===== config.mk =====
export PLATFORM = sky130hd
export DESIGN_NAME = load_store_unit
export DESIGN_NICKNAME = d
export VERILOG_FILES = /design/src/rtl/lsu_pkg.sv /design/src/rtl/lsu_align.sv /design/src/rtl/load_store_unit.sv
export SDC_FILE = /design/constraint.sdc
export NUM_CORES = 1
export LEC_CHECK = 0
export BUFFER_PORTS_ARGS = -buffer_cell sky130_fd_sc_hd__buf_2
export CAP_MARGIN = 15
export CORE_MARGIN = 8
export CORE_UTILIZATION = 35
export CTS_CLUSTER_SIZE = 12
export DETAILED_ROUTE_END_ITERATION = 10
export GPL_TIMING_DRIVEN = 1
export PLACE_DENSITY = 0.63
export SLEW_MARGIN = 30
export SYNTH_ARGS = -nofsm -noshare
export SYNTH_HDL_FRONTEND = slang
export SYNTH_SLANG_ARGS = --single-unit

===== constraint.sdc =====
create_clock -name clk -period 8.2 [get_ports clk]
set_input_delay 1.64 -clock clk [delete_from_list [all_inputs] [get_ports clk]]
set_output_delay 1.64 -clock clk [all_outputs]
set_load 0.05 [all_outputs]

===== src/rtl/lsu_pkg.sv =====
// Shared types for the load/store unit: access size codes, FSM states,
// and the natural-alignment check used at request accept.
package lsu_pkg;

    localparam logic [1:0] SZ_B = 2'd0;
    localparam logic [1:0] SZ_H = 2'd1;
    localparam logic [1:0] SZ_W = 2'd2;
    localparam logic [1:0] SZ_D = 2'd3;

    typedef enum logic [1:0] {
        ST_IDLE,
        ST_READ,
        ST_WRITE,
        ST_RESP
    } lsu_state_t;

    // Only the low three address bits decide natural alignment.
    function automatic logic alignedFor(
        input logic [1:0] size,
        input logic [2:0] addr
    );
        logic ok;
        ok = 1'b1;
        case (size)
            SZ_B:    ok = 1'b1;
            SZ_H:    ok = (addr[0] == 1'b0);
            SZ_W:    ok = (addr[1:0] == 2'b00);
            default: ok = (addr == 3'b000);
        endcase
        return ok;
    endfunction

endpackage


===== src/rtl/lsu_align.sv =====
// Combinational byte lane logic: load extract + sign/zero extend, and
// sub-doubleword store merge into a captured line.
// Ports: line, off, size, uns, wdata in; load_data, merged out.
module lsu_align
    import lsu_pkg::*;
(
    input  logic [63:0] line,
    input  logic [2:0]  off,
    input  logic [1:0]  size,
    input  logic        uns,
    input  logic [63:0] wdata,
    output logic [63:0] load_data,
    output logic [63:0] merged
);

    logic [63:0] shifted;
    logic [63:0] wdata_sh;
    logic [7:0]  base_mask;
    logic [7:0]  mask;
    logic        sx;

    assign shifted  = line >> {off, 3'b000};
    assign wdata_sh = wdata << {off, 3'b000};
    assign mask     = base_mask << off;

    always_comb begin
        load_data = shifted;
        sx        = 1'b0;
        unique case (size)
            SZ_B: begin
                sx        = ~uns & shifted[7];
                load_data = {{56{sx}}, shifted[7:0]};
            end
            SZ_H: begin
                sx        = ~uns & shifted[15];
                load_data = {{48{sx}}, shifted[15:0]};
            end
            SZ_W: begin
                sx        = ~uns & shifted[31];
                load_data = {{32{sx}}, shifted[31:0]};
            end
            default: load_data = shifted;
        endcase
    end

    always_comb begin
        base_mask = 8'hFF;
        unique case (size)
            SZ_B:    base_mask = 8'h01;
            SZ_H:    base_mask = 8'h03;
            SZ_W:    base_mask = 8'h0F;
            default: base_mask = 8'hFF;
        endcase
    end

    always_comb begin
        merged = line;
        for (int i = 0; i < 8; i++) begin
            if (mask[i])
                merged[8*i +: 8] = wdata_sh[8*i +: 8];
        end
    end

endmodule


===== src/rtl/load_store_unit.sv =====
// MEM-stage load/store unit in front of dataMemory: doubleword accesses,
// load extract/extend, read-modify-write for narrow stores, error detect.
// Ports: req* handshake from EX, resp* handshake back, memAdd/writeData/
// memRead/memWrite/readData to dataMemory.
module load_store_unit
    import lsu_pkg::*;
#(
    parameter int MEM_BYTES = 64
) (
    input  logic        clk,
    input  logic        rst_n,
    input  logic        reqValid,
    output logic        reqReady,
    input  logic        reqIsStore,
    input  logic [1:0]  reqSize,
    input  logic        reqUnsigned,
    input  logic [63:0] reqAddr,
    input  logic [63:0] reqWData,
    output logic        respValid,
    input  logic        respReady,
    output logic [63:0] respData,
    output logic        respMisalign,
    output logic        respFault,
    output logic [63:0] memAdd,
    output logic [63:0] writeData,
    output logic        memRead,
    output logic        memWrite,
    input  logic [63:0] readData
);

    lsu_state_t  state_q;
    lsu_state_t  state_d;

    logic [63:0] addr_q;
    logic [1:0]  size_q;
    logic        uns_q;
    logic        store_q;
    logic [63:0] wdata_q;
    logic [63:0] line_q;

    logic [63:0] rdata_q;
    logic        rmis_q;
    logic        rfault_q;

    logic        accept;
    logic        req_mis;
    logic        req_fault;
    logic [63:0] line_in;
    logic [63:0] load_data;
    logic [63:0] merged;

    assign accept    = reqValid && (state_q == ST_IDLE);
    assign req_mis   = !alignedFor(reqSize, reqAddr[2:0]);
    // Misalign wins: a misaligned out-of-range address reports only misalign.
    assign req_fault = !req_mis && (reqAddr >= 64'(MEM_BYTES));

    // During READ the line is not yet captured, so extract from the live bus.
    assign line_in = (state_q == ST_READ) ? readData : line_q;

    lsu_align u_align (
        .line      (line_in),
        .off       (addr_q[2:0]),
        .size      (size_q),
        .uns       (uns_q),
        .wdata     (wdata_q),
        .load_data (load_data),
        .merged    (merged)
    );

    always_comb begin
        state_d = state_q;
        unique case (state_q)
            ST_IDLE: begin
                if (reqValid) begin
                    if (req_mis || req_fault)
                        state_d = ST_RESP;
                    else if (!reqIsStore)
                        state_d = ST_READ;
                    else if (reqSize == SZ_D)
                        state_d = ST_WRITE;
                    else
                        state_d = ST_READ;
                end
            end
            ST_READ:  state_d = store_q ? ST_WRITE : ST_RESP;
            ST_WRITE: state_d = ST_RESP;
            ST_RESP:  state_d = respReady ? ST_IDLE : ST_RESP;
            default:  state_d = ST_IDLE;
        endcase
    end

    always_ff @(posedge clk or negedge rst_n) begin
        if (!rst_n)
            state_q <= ST_IDLE;
        else
            state_q <= state_d;
    end

    always_ff @(posedge clk or negedge rst_n) begin
        if (!rst_n) begin
            addr_q   <= '0;
            size_q   <= SZ_B;
            uns_q    <= 1'b0;
            store_q  <= 1'b0;
            wdata_q  <= '0;
            line_q   <= '0;
            rdata_q  <= '0;
            rmis_q   <= 1'b0;
            rfault_q <= 1'b0;
        end else begin
            if (accept) begin
                addr_q   <= reqAddr;
                size_q   <= reqSize;
                uns_q    <= reqUnsigned;
                store_q  <= reqIsStore;
                wdata_q  <= reqWData;
                rdata_q  <= '0;
                rmis_q   <= req_mis;
                rfault_q <= req_fault;
            end
            if (state_q == ST_READ) begin
                line_q <= readData;
                if (!store_q)
                    rdata_q <= load_data;
            end
        end
    end

    assign reqReady     = (state_q == ST_IDLE);
    assign memRead      = (state_q == ST_READ);
    assign memWrite     = (state_q == ST_WRITE);
    assign respValid    = (state_q == ST_RESP);
    assign respData     = rdata_q;
    assign respMisalign = rmis_q;
    assign respFault    = rfault_q;

    assign memAdd    = (memRead || memWrite) ? {addr_q[63:3], 3'b000} : '0;
    assign writeData = memWrite ? merged : '0;

endmodule


==> results of run 1 <==
[worst max path at each step]
stage                           startpoint            end  slack, ns  cells past startpoint
floorplan           state_q[1]$_DFFE_PN0P_  writeData[15]       3.22                      9
global route         addr_q[1]$_DFFE_PN0P_  writeData[40]       2.48                      6
global placement     addr_q[0]$_DFFE_PN0P_  writeData[30]       3.30                      6
finish               addr_q[1]$_DFFE_PN0P_  writeData[40]       2.54                      6
detailed placement   addr_q[1]$_DFFE_PN0P_  writeData[40]       3.30                      6
CTS                  addr_q[1]$_DFFE_PN0P_  writeData[40]       2.65                      6
[stage by stage]
step / instance area [sq um] / setup slack (ns) / utilization (%) / hold slack, ns
floorplan: 15400 / 3.22 / - / 0.462
global placement: 17700 / 3.30 / 40.4 / 0.467
detailed placement: 17700 / 3.30 / 40.5 / 0.478
CTS: 18800 / 2.65 / 42.8 / 0.491
global route: 18800 / 2.48 / 42.9 / 0.507
finish: 18800 / 2.54 / 42.9 / 0.480
[kinds of logic after synthesis]
family          after synthesis  share of synthesized area [%]
compound gates              331                           14.5
other cells                   1                         0.0244
mux                         331                           26.4
simple gates                347                           10.9
flops                       264                           42.9
fa+ha+maj                     4                          0.325
buf+inv                     165                           4.98
[registers in the layout (all words and copies together), names as in the netlist, 2 cells and up]
register	count
wdata_q	64
size_q	2
addr_q	64
line_q	64
respData	64
state_q	2
[per-layer routing]
metal	vias up	part of all wire, %
li1	5987	-
met1	6850	41
met2	707	46
met3	106	9.6
met4	6	2.9
met5	-	0.050
[cells in the final DEF, fill, tap and decap left out, types with 6 or more instances in the layout]
cell type,instances
a211oi_1,43
a21oi_1,79
a22o_1,9
a22oi_1,7
a311oi_1,8
a31oi_1,47
a32oi_1,6
and2_1,64
buf_2,393
buf_4,16
clkbuf_16,31
clkinv_2,6
dfrtp_1,261
diode_2,6
inv_1,36
mux2_2,186
mux2i_1,103
mux4_2,42
nand2_1,101
nand2b_1,11
nand3_1,14
nor2_1,97
nor2b_1,11
nor3_1,8
nor4_1,16
o211a_1,14
o211ai_1,13
o21a_1,14
o21ai_0,35
o22ai_1,18
[final cells by class]
| class | count | share of cell area [%] |
|---|---|---|
| clock inverters | 13 | 0.865 |
| clock buffers | 41 | 4.59 |
| multi-input cells | 1016 | 43.0 |
| well taps | 592 | 3.94 |
| flip-flops and latches | 264 | 35.2 |
| repair buffers | 414 | 11.6 |
| inverters | 41 | 0.818 |
| diodes | 6 | 0.0798 |
[worst max-delay path, delay by kind of cell (launching register included)]
| kind | cells | cell delay (ns) |
|---|---|---|
| AND/OR/NAND/NOR | 1 | 0.74 |
| AO/OA/AOI/OAI | 2 | 0.51 |
| buffers and inverters | 3 | 1.50 |
| flip-flops | 1 | 0.65 |
==> results.md, run 1 <==
* Share of cells above drive strength 1 at 40.1%
* Startpoint types: flop
* Status: finished, final reports clean
* Top-count cell post-synth: dfrtp_1
* Mapped Area at 0.0154 sq mm
* Wire length per cell at 25.3 microns
* Yosys top cell area share at 42.9%
* RSZ-0062 raised after global routing: no
* Max incr delay on CP at 0.77 ns
* Register Area at 0.00662 sq mm
* Core area at 0.0438 sq mm
* Initial core utilization at 35.1%
* Die W at 226 microns
* Synthesized flop and latch total at 264
* Clk slew on worst S/H paths at 0.06 ns
* Final Hold Vio Count at 0
* Synth top area cells: dfrtp_1 (43%), mux2_2 (14%), mux2i_1 (6.7%)
* Min-delay src: respData[7]$_DFF_PN0_
* First-pass DRT Iterations at 5
* CTS tree: done
* DRT iter0 DRCs at 1,481
* Cell taking the most area after synthesis: dfrtp_1
* CP Max Fanout at 66
* Multi-input gate area at 0.00808 sq mm
* CTS root buf: clkbuf_16
* Clk Latency, worst-skew pair at 0.60 ns
* Endpoint class of the critical path: primary output
* Commonest cells in the netlist: dfrtp_1 (264), mux2_2 (186), mux2i_1 (103), nand2_1 (103), nor2_1 (98)
* CTS Hold Bufs at 0
* Vias in the first global route at 13,600
* GR Util met1 at 30.8%
* Seq/Total Area, Yosys at 42.9%
* FMAX at 0.177 GHz
* Number of synthesized flops with an enable pin at 0
* Crit Reg-Reg Startpoint: addr_q[1]$_DFFE_PN0P_
* Met3 GRT Util at 5.43%
* Post_cts resized at 0
* Placer Congestion at 0.968
* Global-route wire length before repair at 88,700 microns
* Die Y-Extent at 226 microns
* Inst Count DP at 2,326
* Final WL at 60,300 microns
* Syn. warnings at 0
* PortBufs at 394
* Terminus of the critical flop-to-flop path: respData[25]$_DFF_PN0_
* Flop2flop setup slack at 4.34 ns
* MaxCap Viol Count at 0
* Global route total overflow at 0
* Critical path data required time at 6.56 ns
* Vias at 13,700
* Worst EP arrival at 4.02 ns
* Slowest CP cell: buf_4
* GR peak layer: met2
* Actual slew at the worst max-slew pin at 0.999 ns
* Ports at 398
* Cell variety after synth at 62
* Tmin final at 5.66 ns
* CP Class: flop to primary output
* CTS sink cnt at 264
* Largest net degree at the start of global routing at 150
* Routed Antenna Nets at 0
* Total die area at 0.0510 sq mm
* Drt drc at 0
* Htree depth at 1
* Async set-reset flop share out of synthesis at 100%
* Crit path cell chain: buf_4, inv_2, nand2_1, o22ai_1, o211a_1, buf_2
* Nets@finish at 1,972
* Cells after Synth at 1,443
* Mean area per synthesized cell at 10.7 sq um
* CTS Buf Count at 31
* Top FF cell, synth: dfrtp_1
* DP HPWL at 46,400 microns
* Rel. slew slack at 33.2%
* Initial antenna violation count at 12
* Reg2Reg Depth at 7
* Hold Path End: respData[7]$_DFF_PN0_
* CTS Buffer Depth at 3
* Layout Cells excl Fill at 2,387
* Area grow syn2layout at 22.2%
* # rows at 77
* Setup tns final at 0 ns
* Post-CTS Setup Inserts at 0
* Final max-slew violation count at 0
* Worst Skew at 0.0409 ns
* Setup violators final at 0
* Min-Delay Path Depth at 2
* GR Layer Usage met2 at 35.6%
* Worst hold path class: flop to flop
* Via density at 5.72
* Fill count at 4,214
* GRT Overall Usage at 22.6%
* Tcrit/Tclk final at 69.0%
Power of run 1 is not shown: default switching activity piles up to over one toggle a cycle in this logic, so the estimate is an artifact.
==> run 2, diff against run 1 <==
PLACE_DENSITY = 0.65   (was 0.63)
clock period = 5 ns   (was 8.2 ns; I/O delays follow)
==> results.md, run 2 (synthesized netlist as in run 1, its figures left out) <==
* MaxCap Viol Count at 0
* Total die area at 0.0510 sq mm
* GRT Overall Usage at 22.6%
* Vias at 13,500
* Htree depth at 1
* CP Class: flop to primary output
* Core area at 0.0438 sq mm
* Actual slew at the worst max-slew pin at 0.951 ns
* Nets@finish at 1,984
* Placer Congestion at 0.936
* Die W at 226 microns
* CTS root buf: clkbuf_16
* Startpoint types: flop
* CP Max Fanout at 51
* Critical path data required time at 4.00 ns
* Crit path cell chain: buf_4, mux2i_1, o21ai_0, nand2_1, a311oi_1, buf_2
* Endpoint class of the critical path: primary output
* Tmin final at 4.65 ns
* FMAX at 0.215 GHz
* Global-route wire length before repair at 88,700 microns
* Slowest CP cell: dfrtp_4
* Fill count at 4,272
* Clk Latency, worst-skew pair at 0.61 ns
* CTS tree: done
* Initial core utilization at 35.1%
* Commonest cells after routing, fill and taps aside: buf_2 (393), dfrtp_1 (261), mux2_2 (186)
* DP HPWL at 45,800 microns
* Max incr delay on CP at 0.87 ns
* Share of cells above drive strength 1 at 40.6%
* # rows at 77
* RSZ-0062 raised after global routing: no
* Final max-slew violation count at 0
* Final Hold Vio Count at 0
* Die Y-Extent at 226 microns
* Register Area at 0.00662 sq mm
* Finished Core Util at 43.1%
* Vias in the first global route at 13,700
* CTS Hold Bufs at 0
* Most common cell after layout, fill and taps aside: buf_2
* Post-CTS Setup Inserts at 0
* CTS Buffer Depth at 3
* Setup tns final at 0 ns
* Status: finished, final reports clean
* Global route total overflow at 0
* Ports at 398
* First-pass DRT Iterations at 6
* Rel. slew slack at 36.0%
* Via density at 5.64
* Largest net degree at the start of global routing at 104
* Multi-input gate area at 0.00807 sq mm
* CTS sink cnt at 264
* Setup violators final at 0
* Routed Antenna Nets at 0
* Final WL at 59,700 microns
* Worst EP arrival at 3.65 ns
* Worst hold path class: input port to asynchronous set/reset pin
* PortBufs at 394
* Wire length per cell at 24.9 microns
* Area grow syn2layout at 22.7%
* DRT iter0 DRCs at 1,410
* Tcrit/Tclk final at 93.1%
* CTS Buf Count at 31
* Clk slew on worst S/H paths at 0.06 ns
* Post_cts resized at 0
* Flop2flop setup slack at 1.25 ns
* Drt drc at 0
* Worst Skew at 0.0429 ns
* Initial antenna violation count at 11
==> run 2: cell types whose count changed in the layout (fill, tap and decap cells not counted), sizes merged <==
cell,previous run,this run
clkbuf,41,43
inv,41,42
bufinv,3,1
buf,414,426
diode,6,5
clkinvlp,3,2
clkinv,7,8
==> run 2: path summary, 6_finish.rpt <==
path	startpoint	end	depth (start not counted)
worst max-delay path	addr_q[1]$_DFFE_PN0P_	writeData[48]	6
worst min-delay path	rst_n	wdata_q[48]$_DFFE_PN0P_	1
worst max register to register	state_q[1]$_DFFE_PN0P_	respData[11]$_DFF_PN0_	9
worst min register to register	respData[18]$_DFF_PN0_	respData[18]$_DFF_PN0_	2
max in group asynchronous	rst_n	respFault$_DFFE_PN0P_	2
min in group clk	respData[18]$_DFF_PN0_	respData[18]$_DFF_PN0_	2
==> run 2: layout make-up <==
cell class,count,share of cell area (%)
multi-input cells,1016,42.7
flip-flops and latches,264,35.0
repair buffers,426,12.0
clock buffers,43,4.82
well taps,592,3.92
inverters,41,0.815
clock inverters,12,0.636
diodes,5,0.0662
==> run 2: critical path, delay by kind of cell (launching register included) <==
family / cells / cell delay [ns]
AO/OA/AOI/OAI: 2 / 0.86
buffers and inverters: 2 / 0.96
flip-flops: 1 / 0.87
multiplexers: 1 / 0.18
AND/OR/NAND/NOR: 1 / 0.11
==> run 2: layer usage <==
layer	up-vias	GRT usage, %	wire length (microns)
met5	-	0	41
met4	6	7.40	1690
met3	98	3.99	4890
met2	664	34.9	27500
met1	6771	31.7	25600
li1	6003	-	-
==> run 2: stage by stage <==
step	cells	setup WS (ns)	cell area (sq um)	hold WS (ns)
CTS	2394	0.381	18900	0.387
detailed placement	2339	1.05	17800	0.481
floorplan	1445	0.655	15400	0.462
finish	2399	0.346	18900	0.372
global route	2398	0.120	18900	0.420
global placement	2339	1.05	17800	0.460
Power of run 2 is left out for the same reason.
==> run 3, diff against run 2 <==
PLACE_DENSITY = 0.63   (was 0.65)
SKIP_LAST_GASP = 1   (was not set)
clock period = 4.3 ns   (was 5 ns; I/O delays follow)
==> results.md, run 3 (synthesized netlist as in run 1, its figures left out) <==
* Endpoint class of the critical path: primary output
* Pre-CTS WS at 0.780 ns
* Final Hold Vio Count at 0
* PortBufs at 394
* Worst Skew at 0.0324 ns
* CTS sink cnt at 264
* First-pass DRT Iterations at 5
* Final WL at 61,100 microns
* # rows at 77
* Share of cells above drive strength 1 at 41.2%
* Family with the most delay on the worst path: buffers and inverters
* Buffers plus inverters on the worst setup path at 3
* Die Y-Extent at 226 microns
* Global route total overflow at 0
* Crit path cell chain: inv_1, ha_4, buf_4, mux2i_1, nor3_1, o21a_1, buf_2
* Actual slew at the worst max-slew pin at 0.967 ns
* Tmin final at 4.15 ns
* Vias in the first global route at 13,800
* Die W at 226 microns
* Tcrit/Tclk final at 96.5%
* DP HPWL at 47,000 microns
* CTS tree: done
* Drt drc at 0
* Htree depth at 1
* Worst EP arrival at 3.29 ns
* Max incr delay on CP at 0.64 ns
* Final max-slew violation count at 0
* Setup WS post-layout at 0.151 ns
* Largest net degree at the start of global routing at 114
* Slowest CP cell: ha_4
* Initial antenna violation count at 9
* Worst hold path class: input port to asynchronous set/reset pin
* Commonest cells after routing, fill and taps aside: buf_2 (393), dfrtp_1 (261), mux2_2 (186)
* Routed Antenna Nets at 0
* Via density at 5.65
* Area grow syn2layout at 23.9%
* CTS Buf Count at 31
* Initial core utilization at 35.1%
* GRT Overall Usage at 23.0%
* Clk slew on worst S/H paths at 0.07 ns
* Setup violators final at 0
* Vias at 13,700
* Ports at 398
* Setup tns final at 0 ns
* Clk Latency, worst-skew pair at 0.60 ns
* Wire length per cell at 25.2 microns
* Placer Congestion at 0.932
* Post-CTS Setup Inserts at 0
* Core area at 0.0438 sq mm
* MaxCap Viol Count at 0
* Most common cell after layout, fill and taps aside: buf_2
* Global-route wire length before repair at 90,300 microns
* Status: finished, final reports clean
* CP Class: flop to primary output
* Critical path data required time at 3.44 ns
* Nets@finish at 2,003
* Total die area at 0.0510 sq mm
* RSZ-0062 raised after global routing: no
* Rel. slew slack at 34.9%
* Startpoint types: flop
* FMAX at 0.241 GHz
* DRT iter0 DRCs at 1,428
* CP Max Fanout at 47
* CTS Buffer Depth at 3
* CTS root buf: clkbuf_16
## run 3: path summary, 6_finish.rpt
path,startpoint,end,slack [ns],cells past startpoint
worst max-delay path,state_q[1]$_DFFE_PN0P_,writeData[34],0.15,7
worst min-delay path,rst_n,line_q[22]$_DFF_PN0_,0.15,1
worst max register to register,state_q[1]$_DFFE_PN0P_,respData[48]$_DFF_PN0_,0.87,9
worst min register to register,respData[10]$_DFF_PN0_,respData[10]$_DFF_PN0_,0.49,1
max in group asynchronous,rst_n,addr_q[35]$_DFFE_PN0P_,3.05,3
min in group clk,respData[10]$_DFF_PN0_,respData[10]$_DFF_PN0_,0.49,1
## run 3: area by class of cell
| cell class | count | area [sq um] |
|---|---|---|
| Clock buffer | 41 | 883 |
| Sequential cell | 264 | 6620 |
| Tap cell | 592 | 741 |
| Fill cell | 4190 | 24800 |
| Clock inverter | 14 | 189 |
| Multi-Input combinational cell | 1016 | 8070 |
| Inverter | 41 | 154 |
| Antenna cell | 8 | 20.0 |
| Timing Repair Buffer | 445 | 2410 |
## run 3: what timing repair did
item	4_1_cts	5_1_grt
hold buffers	0	0
resized for setup	0	1
endpoints found under the setup margin	0	2
## run 3: stage by stage
stage	util, %	cells	instance area (sq um)	hold slack, ns
2_1_floorplan	-	1445	15400	0.462
3_3_place_gp	41.0	2357	18000	0.465
3_5_place_dp	41.0	2357	18000	0.479
4_1_cts	43.4	2412	19000	0.413
5_1_grt	43.5	2417	19100	0.161
6_report	43.5	2421	19100	0.154
## run 3: worst register-to-register path: stages, from the launching register on
cell,delay (ns)
dfrtp_1,0.41
inv_1,0.12
ha_4,0.64
buf_4,0.43
nand2b_1,0.22
o22ai_1,0.10
o31ai_1,0.77
nand2_1,0.13
buf_4,0.28
a41oi_1,0.25
## run 3: per-layer routing
layer  up-vias  share of wire, %  global-route usage (%)
met5         -             0.021                       0
met4         2               3.4                    8.05
met3       120               9.2                    4.73
met2       705                45                    35.2
met1      6819                42                    32.2
li1       6035                 -                       -
Power of run 3 is left out for the same reason.
